### src/rtl/ram_arbiter.sv
// Two-port front end for a single-port synchronous RAM. Port A is the CPU (read/write)
// and port B is video fetch (read-only). Define RAM_ARB_RR_EN to get round-robin conflict arbitration.
module ram_arbiter #(
  parameter int DATA_WIDTH    = 8,
  parameter int ADDRESS_WIDTH = 14
) (
  input  logic                     clk_i,
  input  logic                     resetn_i,
  input  logic                     a_req_i,
  input  logic                     a_we_i,
  input  logic [ADDRESS_WIDTH-1:0] a_addr_i,
  input  logic [DATA_WIDTH-1:0]    a_wdata_i,
  output logic                     a_ack_o,
  output logic [DATA_WIDTH-1:0]    a_rdata_o,
  input  logic                     b_req_i,
  input  logic [ADDRESS_WIDTH-1:0] b_addr_i,
  output logic                     b_ack_o,
  output logic [DATA_WIDTH-1:0]    b_rdata_o,
  output logic                     ram_we_o,
  output logic [ADDRESS_WIDTH-1:0] ram_addr_o,
  output logic [DATA_WIDTH-1:0]    ram_din_o,
  input  logic [DATA_WIDTH-1:0]    ram_dout_i
);

  // state  | meaning
  // IDLE   | no access in flight; arbitrate any request
  // ACCESS | RAM samples registered addr/we/din at the end of this cycle
  // RESP   | RAM dout valid; ack granted port, hand off to the other port if it waits
  typedef enum logic [1:0] {
    S_IDLE   = 2'd0,
    S_ACCESS = 2'd1,
    S_RESP   = 2'd2
  } state_e;

  localparam logic GNT_A = 1'b0;
  localparam logic GNT_B = 1'b1;

  state_e                     state_q, state_d;
  logic                       grant_q, grant_d;
  logic                       ram_we_q, ram_we_d;
  logic [ADDRESS_WIDTH-1:0]   ram_addr_q, ram_addr_d;
  logic [DATA_WIDTH-1:0]      ram_din_q, ram_din_d;
  logic                       load_a, load_b;
`ifdef RAM_ARB_RR_EN
  logic                       last_q, last_d;
`endif

  always_comb begin
    state_d    = state_q;
    grant_d    = grant_q;
    ram_we_d   = 1'b0;
    ram_addr_d = ram_addr_q;
    ram_din_d  = ram_din_q;
    load_a     = 1'b0;
    load_b     = 1'b0;
`ifdef RAM_ARB_RR_EN
    last_d     = last_q;
`endif

    case (state_q)
      S_IDLE: begin
        if (a_req_i && b_req_i) begin
`ifdef RAM_ARB_RR_EN
          // Only genuine conflicts move the round-robin pointer.
          if (last_q == GNT_B) begin
            load_a = 1'b1;
            last_d = GNT_A;
          end else begin
            load_b = 1'b1;
            last_d = GNT_B;
          end
`else
          load_b = 1'b1;
`endif
        end else if (a_req_i) begin
          load_a = 1'b1;
        end else if (b_req_i) begin
          load_b = 1'b1;
        end
      end
      S_ACCESS: begin
        state_d = S_RESP;
      end
      S_RESP: begin
        state_d = S_IDLE;
        // The port being acked this cycle is not eligible again until IDLE.
        if (grant_q == GNT_A && b_req_i) begin
          load_b = 1'b1;
        end else if (grant_q == GNT_B && a_req_i) begin
          load_a = 1'b1;
        end
      end
      default: begin
        state_d = S_IDLE;
      end
    endcase

    if (load_a) begin
      state_d    = S_ACCESS;
      grant_d    = GNT_A;
      ram_we_d   = a_we_i;
      ram_addr_d = a_addr_i;
      ram_din_d  = a_wdata_i;
    end else if (load_b) begin
      state_d    = S_ACCESS;
      grant_d    = GNT_B;
      ram_we_d   = 1'b0;
      ram_addr_d = b_addr_i;
    end
  end

  always_ff @(posedge clk_i) begin
    if (!resetn_i) begin
      state_q    <= S_IDLE;
      grant_q    <= GNT_B;
      ram_we_q   <= 1'b0;
      ram_addr_q <= '0;
      ram_din_q  <= '0;
    end else begin
      state_q    <= state_d;
      grant_q    <= grant_d;
      ram_we_q   <= ram_we_d;
      ram_addr_q <= ram_addr_d;
      ram_din_q  <= ram_din_d;
    end
  end

`ifdef RAM_ARB_RR_EN
  always_ff @(posedge clk_i) begin
    if (!resetn_i) begin
      last_q <= GNT_B;
    end else begin
      last_q <= last_d;
    end
  end
`endif

  assign a_ack_o    = (state_q == S_RESP) && (grant_q == GNT_A);
  assign b_ack_o    = (state_q == S_RESP) && (grant_q == GNT_B);
  assign a_rdata_o  = ram_dout_i;
  assign b_rdata_o  = ram_dout_i;
  assign ram_we_o   = ram_we_q;
  assign ram_addr_o = ram_addr_q;
  assign ram_din_o  = ram_din_q;

endmodule

### config.mk
export PLATFORM = sky130hd
export DESIGN_NAME = ram_arbiter
export DESIGN_NICKNAME = d
export VERILOG_FILES = /design/src/rtl/ram_arbiter.sv
export SDC_FILE = /design/constraint.sdc
export NUM_CORES = 1
export LEC_CHECK = 0
export ABC_AREA = 1
export CAP_MARGIN = 20
export CORE_MARGIN = 2
export CORE_UTILIZATION = 31
export CTS_BUF_LIST = sky130_fd_sc_hd__clkbuf_16
export DETAILED_ROUTE_END_ITERATION = 8
export PLACE_DENSITY_LB_ADDON = 0.3
export SLEW_MARGIN = 20
export SYNTH_ARGS = -nofsm -noshare
export SYNTH_HDL_FRONTEND = slang
export SYNTH_SLANG_ARGS = --single-unit
### constraint.sdc
create_clock -name clk_i -period 1.7 [get_ports clk_i]
set_input_delay 0.17 -clock clk_i [delete_from_list [all_inputs] [get_ports clk_i]]
set_output_delay 0.17 -clock clk_i [all_outputs]
set_load 0.05 [all_outputs]
==> out/qor.csv <==
stage,metric,value,unit
cts,clockBufferDepth,2,
critical_path,r2r-start,grant_q$_SDFFE_PN1P_,
yosys,synthesis.area,1390,um^2
routing,wl_per_cell,12.0,um
global_routing,first_global_vias,1344,
yosys,syn_nets,246,
yosys,async_reset_ff_share,0,%
power,power_frac_comb,32.1,%
sta,rsz0062_at_grt,no,
routing,via_per_inst,4.66,
sta,fin_crit_sh,93.9,%
cts,cts.sink_count,26,
power,pwr-share-seq,38.5,%
die,die-area,5020,um^2
critical_path,crit_start,ram_addr_o[9]$_SDFFE_PN0P_,
cts,htreeDepth,1,
cts,ctsResizeCount,0,
sta,finClkSkew,0.00174,ns
routing,drc,0,
sta,slew_headroom,65.7,%
critical_path,critPathLaunchType,flop,
sta,drv_slew,0,
critical_path,critPathKind,flop to primary output,
routing,drtIter0Drc,98,
final_layout,diodes,0,
global_routing,grt-ovfl-total,0,
die,pin_count,90,
critical_path,required,1.53,ns
global_routing,grt_start_max_net_pins,42,
power,switching_power,0.000589,W
place,gp_congestion,0.760,
routing,ant_nets,0,
flow_run,maxCapViolCount,0,
yosys,ys_warn_count,0,
min_path,holdCritPathClass,input port to primary output,
yosys,synth_seq_cells,26,
power,clkPwrFrac,29.4,%
power,internal-power,0.00121,W
final_layout,nNetsFinal,293,
final_layout,drive_gt1_share,7.41,%
routing,vias,1374,
sta,fin_setup_tns,0,ns
yosys,syn_inst,197,
critical_path,cp-end-kind,primary output,
die,fp.dieH,70.9,um
min_path,hp-start,ram_dout_i[3],
cts,clk_latency,0.26,ns
cts,postCtsSetupRepairBufs,0,
die,rows,24,
yosys,synthTopCellsByArea,"dfxtp_1, nand3_1, nand2_1, buf_4, nand4_1",
routing,drt-total-wl,3550,um
yosys,yosysSeqAreaShare,37.5,%
power,ir_drop,333,uV
critical_path,crit_path_max_fanout,2,
sta,tightest_slew,0.513,ns
place,port_buffers,65,
sta,setup_viol,0,
yosys,synth_common_cells,"nand2_1, nand3_1, dfxtp_1, inv_1, buf_4",
global_routing,grtUsageTotal,14.6,%
final_layout,syn_to_final_growth,47.6,%
yosys,yosysTopAreaCellShare,37.5,%
power,leakage,0.919,nW
die,dieWidth,70.9,um
cts,cts_tree,built,
sta,layout_min_cycle_time,1.60,ns
power,swShare,32.7,%
status,outcome,finished clean,
yosys,yosysMostFrequentCell,nand2_1,
critical_path,max_stage_delay,0.81,ns
yosys,synth_cell_types,20,
critical_path,crit_cells,1,
critical_path,path_cells,clkdlybuf4s50_1,
critical_path,r2r_cells,5,
cts,cts_buffers,3,
yosys,synth_edf_count,0,
critical_path,r2r_slack,0.35,ns
critical_path,crit_arrival,1.43,ns
critical_path,worst-path-buf-inv,1,
power,p_per_area,880,nW/um^2
yosys,synth_top_cell_by_area,dfxtp_1,
cts,cts-root-buf,clkbuf_16,
critical_path,crit_family,buffers and inverters,
cts,path_clk_slew,0.06,ns
place,hpwl,2530,um
yosys,synth_ff_type,dfxtp_1,
sta,fmax,627,MHz
critical_path,cp_slowest_cell,clkdlybuf4s50_1,
min_path,holdPathStages,0,
die,initial_core_util,32.1,%
cts,hold_buffers,0,
yosys,synth.avg_cell_area,7.04,um^2
routing,drt-pass1-iter-count,4,
final_layout,final_util,47.3,%
global_routing,grt_antenna_before_repair,0,
global_routing,grt_pass1_wl,5980,um
sta,hold_viol_final,0,
die,coreArea,4320,um^2
-- flip-flops by register name, summed over array words and instances, names as in the netlist --
register    cells
ram_din_o       8
ram_addr_o     14
state_q         2
ram_we_o        1
grant_q         1
-- worst paths after layout --
check	endpoint
min reg2reg	ram_din_o[2]$_SDFFE_PN0P_
max reg2reg	ram_addr_o[7]$_SDFFE_PN0P_
max	ram_addr_o[9]
min	b_rdata_o[3]
-- power by group through the flow --
stage / Sequential [W] / Combinational, W / Clock (W)
floorplan: 0.000864 / 0.000300 / 0
global placement: 0.000706 / 0.000576 / 0
detailed placement: 0.000708 / 0.000579 / 0
CTS: 0.000694 / 0.000581 / 0.000543
global route: 0.000700 / 0.000625 / 0.000555
finish: 0.000693 / 0.000577 / 0.000529
-- routing by layer --
| layer | part of all wire [%] | vias to the layer above | GRT usage (%) | wire [um] |
|---|---|---|---|---|
| met1 | 42 | 605 | 17.7 | 1500 |
| li1 | - | 726 | - | - |
| met3 | 6.8 | 5 | 4.42 | 241 |
| met2 | 50 | 38 | 24.8 | 1760 |
| met5 | 0 | - | 0 | 0 |
| met4 | 1.2 | 0 | 4.40 | 44 |
-- cells in the final DEF, fill, tap and decap left out --
cell type	netlist	routed
nor2_1	4	4
nor2_4	1	1
nand2_1	45	45
o21ai_2	1	1
dfxtp_1	26	26
clkbuf_16	0	3
clkdlybuf4s50_1	0	62
nand3_1	39	39
a21oi_1	15	15
nand3_2	1	1
nor3b_1	1	1
buf_12	0	2
nand2_2	1	1
buf_4	16	7
nand4_1	14	14
inv_2	1	1
inv_1	17	17
clkinv_1	1	2
nand2_4	1	1
-- metrics by stage --
stage / cell area (um^2) / total power (W) / hold WS (ns) / cells / setup WS, ns
finish: 2050 / 0.00180 / 0.340 / 295 / 0.104
global placement: 1970 / 0.00128 / 0.341 / 291 / 0.0936
CTS: 2050 / 0.00182 / 0.341 / 295 / 0.104
floorplan: 1390 / 0.00116 / 0.273 / 197 / 0.0943
global route: 2050 / 0.00188 / 0.340 / 295 / 0.0715
detailed placement: 1970 / 0.00129 / 0.341 / 291 / 0.0753
-- worst reg2reg max path, cell delays in order (launching register included) --
cell	delay (ns)
dfxtp_1	0.34
nand2_2	0.09
buf_4	0.20
nand3_2	0.32
nand3_1	0.21
a21oi_1	0.08
-- area by class of cell --
class | count | area, um^2
clock buffers | 3 | 75.1
repair buffers | 71 | 713
fillers | 462 | 2280
inverters | 19 | 71.3
multi-input cells | 123 | 597
clock inverters | 1 | 3.75
flip-flops and latches | 26 | 520
well taps | 52 | 65.1
-- cells by family (layout without fill, tap and decap cells) --
group | after synthesis | after routing | share of synthesized area (%)
flops | 26 | 26 | 37.5
simple gates | 107 | 107 | 37.0
buf+inv | 48 | 94 | 19.4
compound gates | 16 | 16 | 6.05
Note: power is estimated with default switching activity, not from simulation.
==> patch: new RTL, same settings <==
Add a define of `RAM_ARB_RR_EN`.
--- a/src/rtl/ram_arbiter.sv
+++ b/src/rtl/ram_arbiter.sv
@@ -2,2 +2,4 @@
 // and port B is video fetch (read-only). Define RAM_ARB_RR_EN to get round-robin conflict arbitration.
+`define RAM_ARB_RR_EN
+
 module ram_arbiter #(
Function: changed (Yosys sat finds a counterexample within 4 cycles, from zero or initial values and one cycle with resetn_i low).
==> patch against the unedited design <==
- synthesized cell count rose by 14%
- largest power group is now combinational logic
- count of clock-buffer cells in the layout stayed put
- sequential cell count is 1 higher
- worst setup slack improved by 0.0018 ns
- total power grew 33%
- design area is 14% higher
- global-route usage decreased by 1.1 points
- synthesized area up 18%
- wire length is 11% higher
- combinational power grew 84%
- clock skew rose by 0.0021 ns
- critical path depth is the same
- register-to-register slack lost 0.04 ns
- clock power up 5.3%
==> patch: results (changes against the unedited design) <==
Non-clk bufs: 74 (was 71)
top post-synthesis cells by area: dfxtp_1 33%, nor2_1 11%, nand2_1 9.0%, nand3_2 8.6%, buf_4 7.3% (was dfxtp_1 38%, nand3_1 14%, nand2_1 12%, buf_4 8.7%, nand4_1 6.3%)
I/O Buffers: 65 (unchanged)
number of global-route vias before repair: 1,452 (was 1,344)
WL/cell: 11.38 um (was 12.02 um)
clock network area share: 3.529% (was 3.853%)
hold depth: 0 (unchanged)
net count after synthesis: 273 (was 246)
Placed Area: 0.002257 mm^2 (was 0.001967 mm^2)
max reg flops: 14 (unchanged)
gr usage total: 13.48% (was 14.59%)
status: finished clean (unchanged)
Layout non-clock buf frac: 32.30% (was 34.86%)
start of the worst register-to-register path: state_q[0] (was grant_q)
share of layout cells above drive strength 1: 18.12% (was 7.407%)
post-synthesis sequential area ratio: 33.05% (was 37.55%)
Worst setup endpoint: ram_addr_o[2] (was ram_addr_o[9])
top post-synthesis cells by count: 46 x nor2_1, 39 x nand2_1, 27 x dfxtp_1 (was 45 x nand2_1, 39 x nand3_1, 26 x dfxtp_1)
clk sinks: 27 (was 26)
Inverters: 23 (was 19)
Fin Hold WS: 0.3400 ns (about the same)
Worst setup startpoint: ram_addr_o[2] (was ram_addr_o[9])
1st-iter DRT viols: 39 (was 98)
initial antenna violation count: 0 (unchanged)
nets: 326 (was 293)
CP top delay family: buffers and inverters (unchanged)
HPWL Detailed: 2910 um (was 2533 um)
clock buffer depth: 2 (unchanged)
wire length of the first global-routing pass: 6548 um (was 5975 um)
cell area after synthesis: 0.001635 mm^2 (was 0.001386 mm^2)
GP Congestion: 0.7686 (was 0.7604)
Seq area share: 23.10% (was 25.44%)
class of the worst hold path: input port to output pin (unchanged)
P&R area growth vs syn: 43.08% (was 47.56%)
largest net degree at the start of global routing: 21 (was 42)
clock skew: 0.003847 ns (was 0.001743 ns)
post-CTS setup buffer count: 0 (unchanged)
CP max stage delay: 0.81 ns (about the same)
multi-input gate count: 148 (was 123)
FF-to-FF path depth: 6 (was 5)
Vias/cell: 4.312 (was 4.658)
ys flop type: dfxtp_1 (unchanged)
# fillers: 526 (was 462)
Distinct cells, synth: 23 (was 20)
Hold Startpoint: ram_dout_i[1] (was ram_dout_i[3])
post-synthesis compound-gate area fraction: 4.514% (was 6.047%)
clock latency on the worst-skew pair: 0.26 ns (about the same)
multiplexer share of the synthesized area: 0% (unchanged)
Max VDD drop: 0.4614 mV (was 0.3325 mV)
P_int: 1460 uW (was 1211 uW)
multi-input combinational area share: 33.64% (was 29.17%)
fin crit share: 93.78% (was 93.89%)
Hold Path Sink: a_rdata_o[1] (was b_rdata_o[3])
Setup WS pre-CTS: 0.005776 ns (was 0.07530 ns)
Tightest Pin Transition: 0.5051 ns (was 0.5130 ns)
Leak: 0.001073 uW (was 0.0009185 uW)
flop-to-flop setup slack: 0.31 ns (was 0.35 ns)
number of H-tree levels: 1 (unchanged)
final setup violation count: 0 (unchanged)
worst r2r dst: ram_addr_o[12] (was ram_addr_o[7])
==> patch: cell types whose count changed in the layout (fill, tap and decap cells not counted), sizes merged, moves of 4 or more <==
cell	change
o21ai	+9
nand4	-14
nand3	-6
buf	+5
nor2	+44
nand2	+4
a21oi	-14
inv	+5
==> patch: through the flow <==
step	cells	util, %
finish	346	45.81
global route	346	45.81
CTS	346	45.81
detailed placement	342	44.19
global placement	342	44.19
floorplan	224	-
==> patch: metal layers <==
layer / wire length, um / GRT usage, % / vias to the layer above
met3: 261 / 3.199 / 2
li1: - / - / 777
met5: 0 / 0 / -
met4: 15 / 3.273 / 0
met2: 1768 / 22.30 / 55
met1: 1892 / 17.68 / 658
==> patch: power groups by stage <==
| stage | combinational [uW] | sequential (uW) | clock [uW] |
|---|---|---|---|
| finish | 1060 | 778 | 557 |
| global route | 1150 | 789 | 591 |
| CTS | 1070 | 779 | 572 |
| detailed placement | 1070 | 793 | 0 |
| global placement | 1060 | 791 | 0 |
| floorplan | 565 | 1060 | 0 |
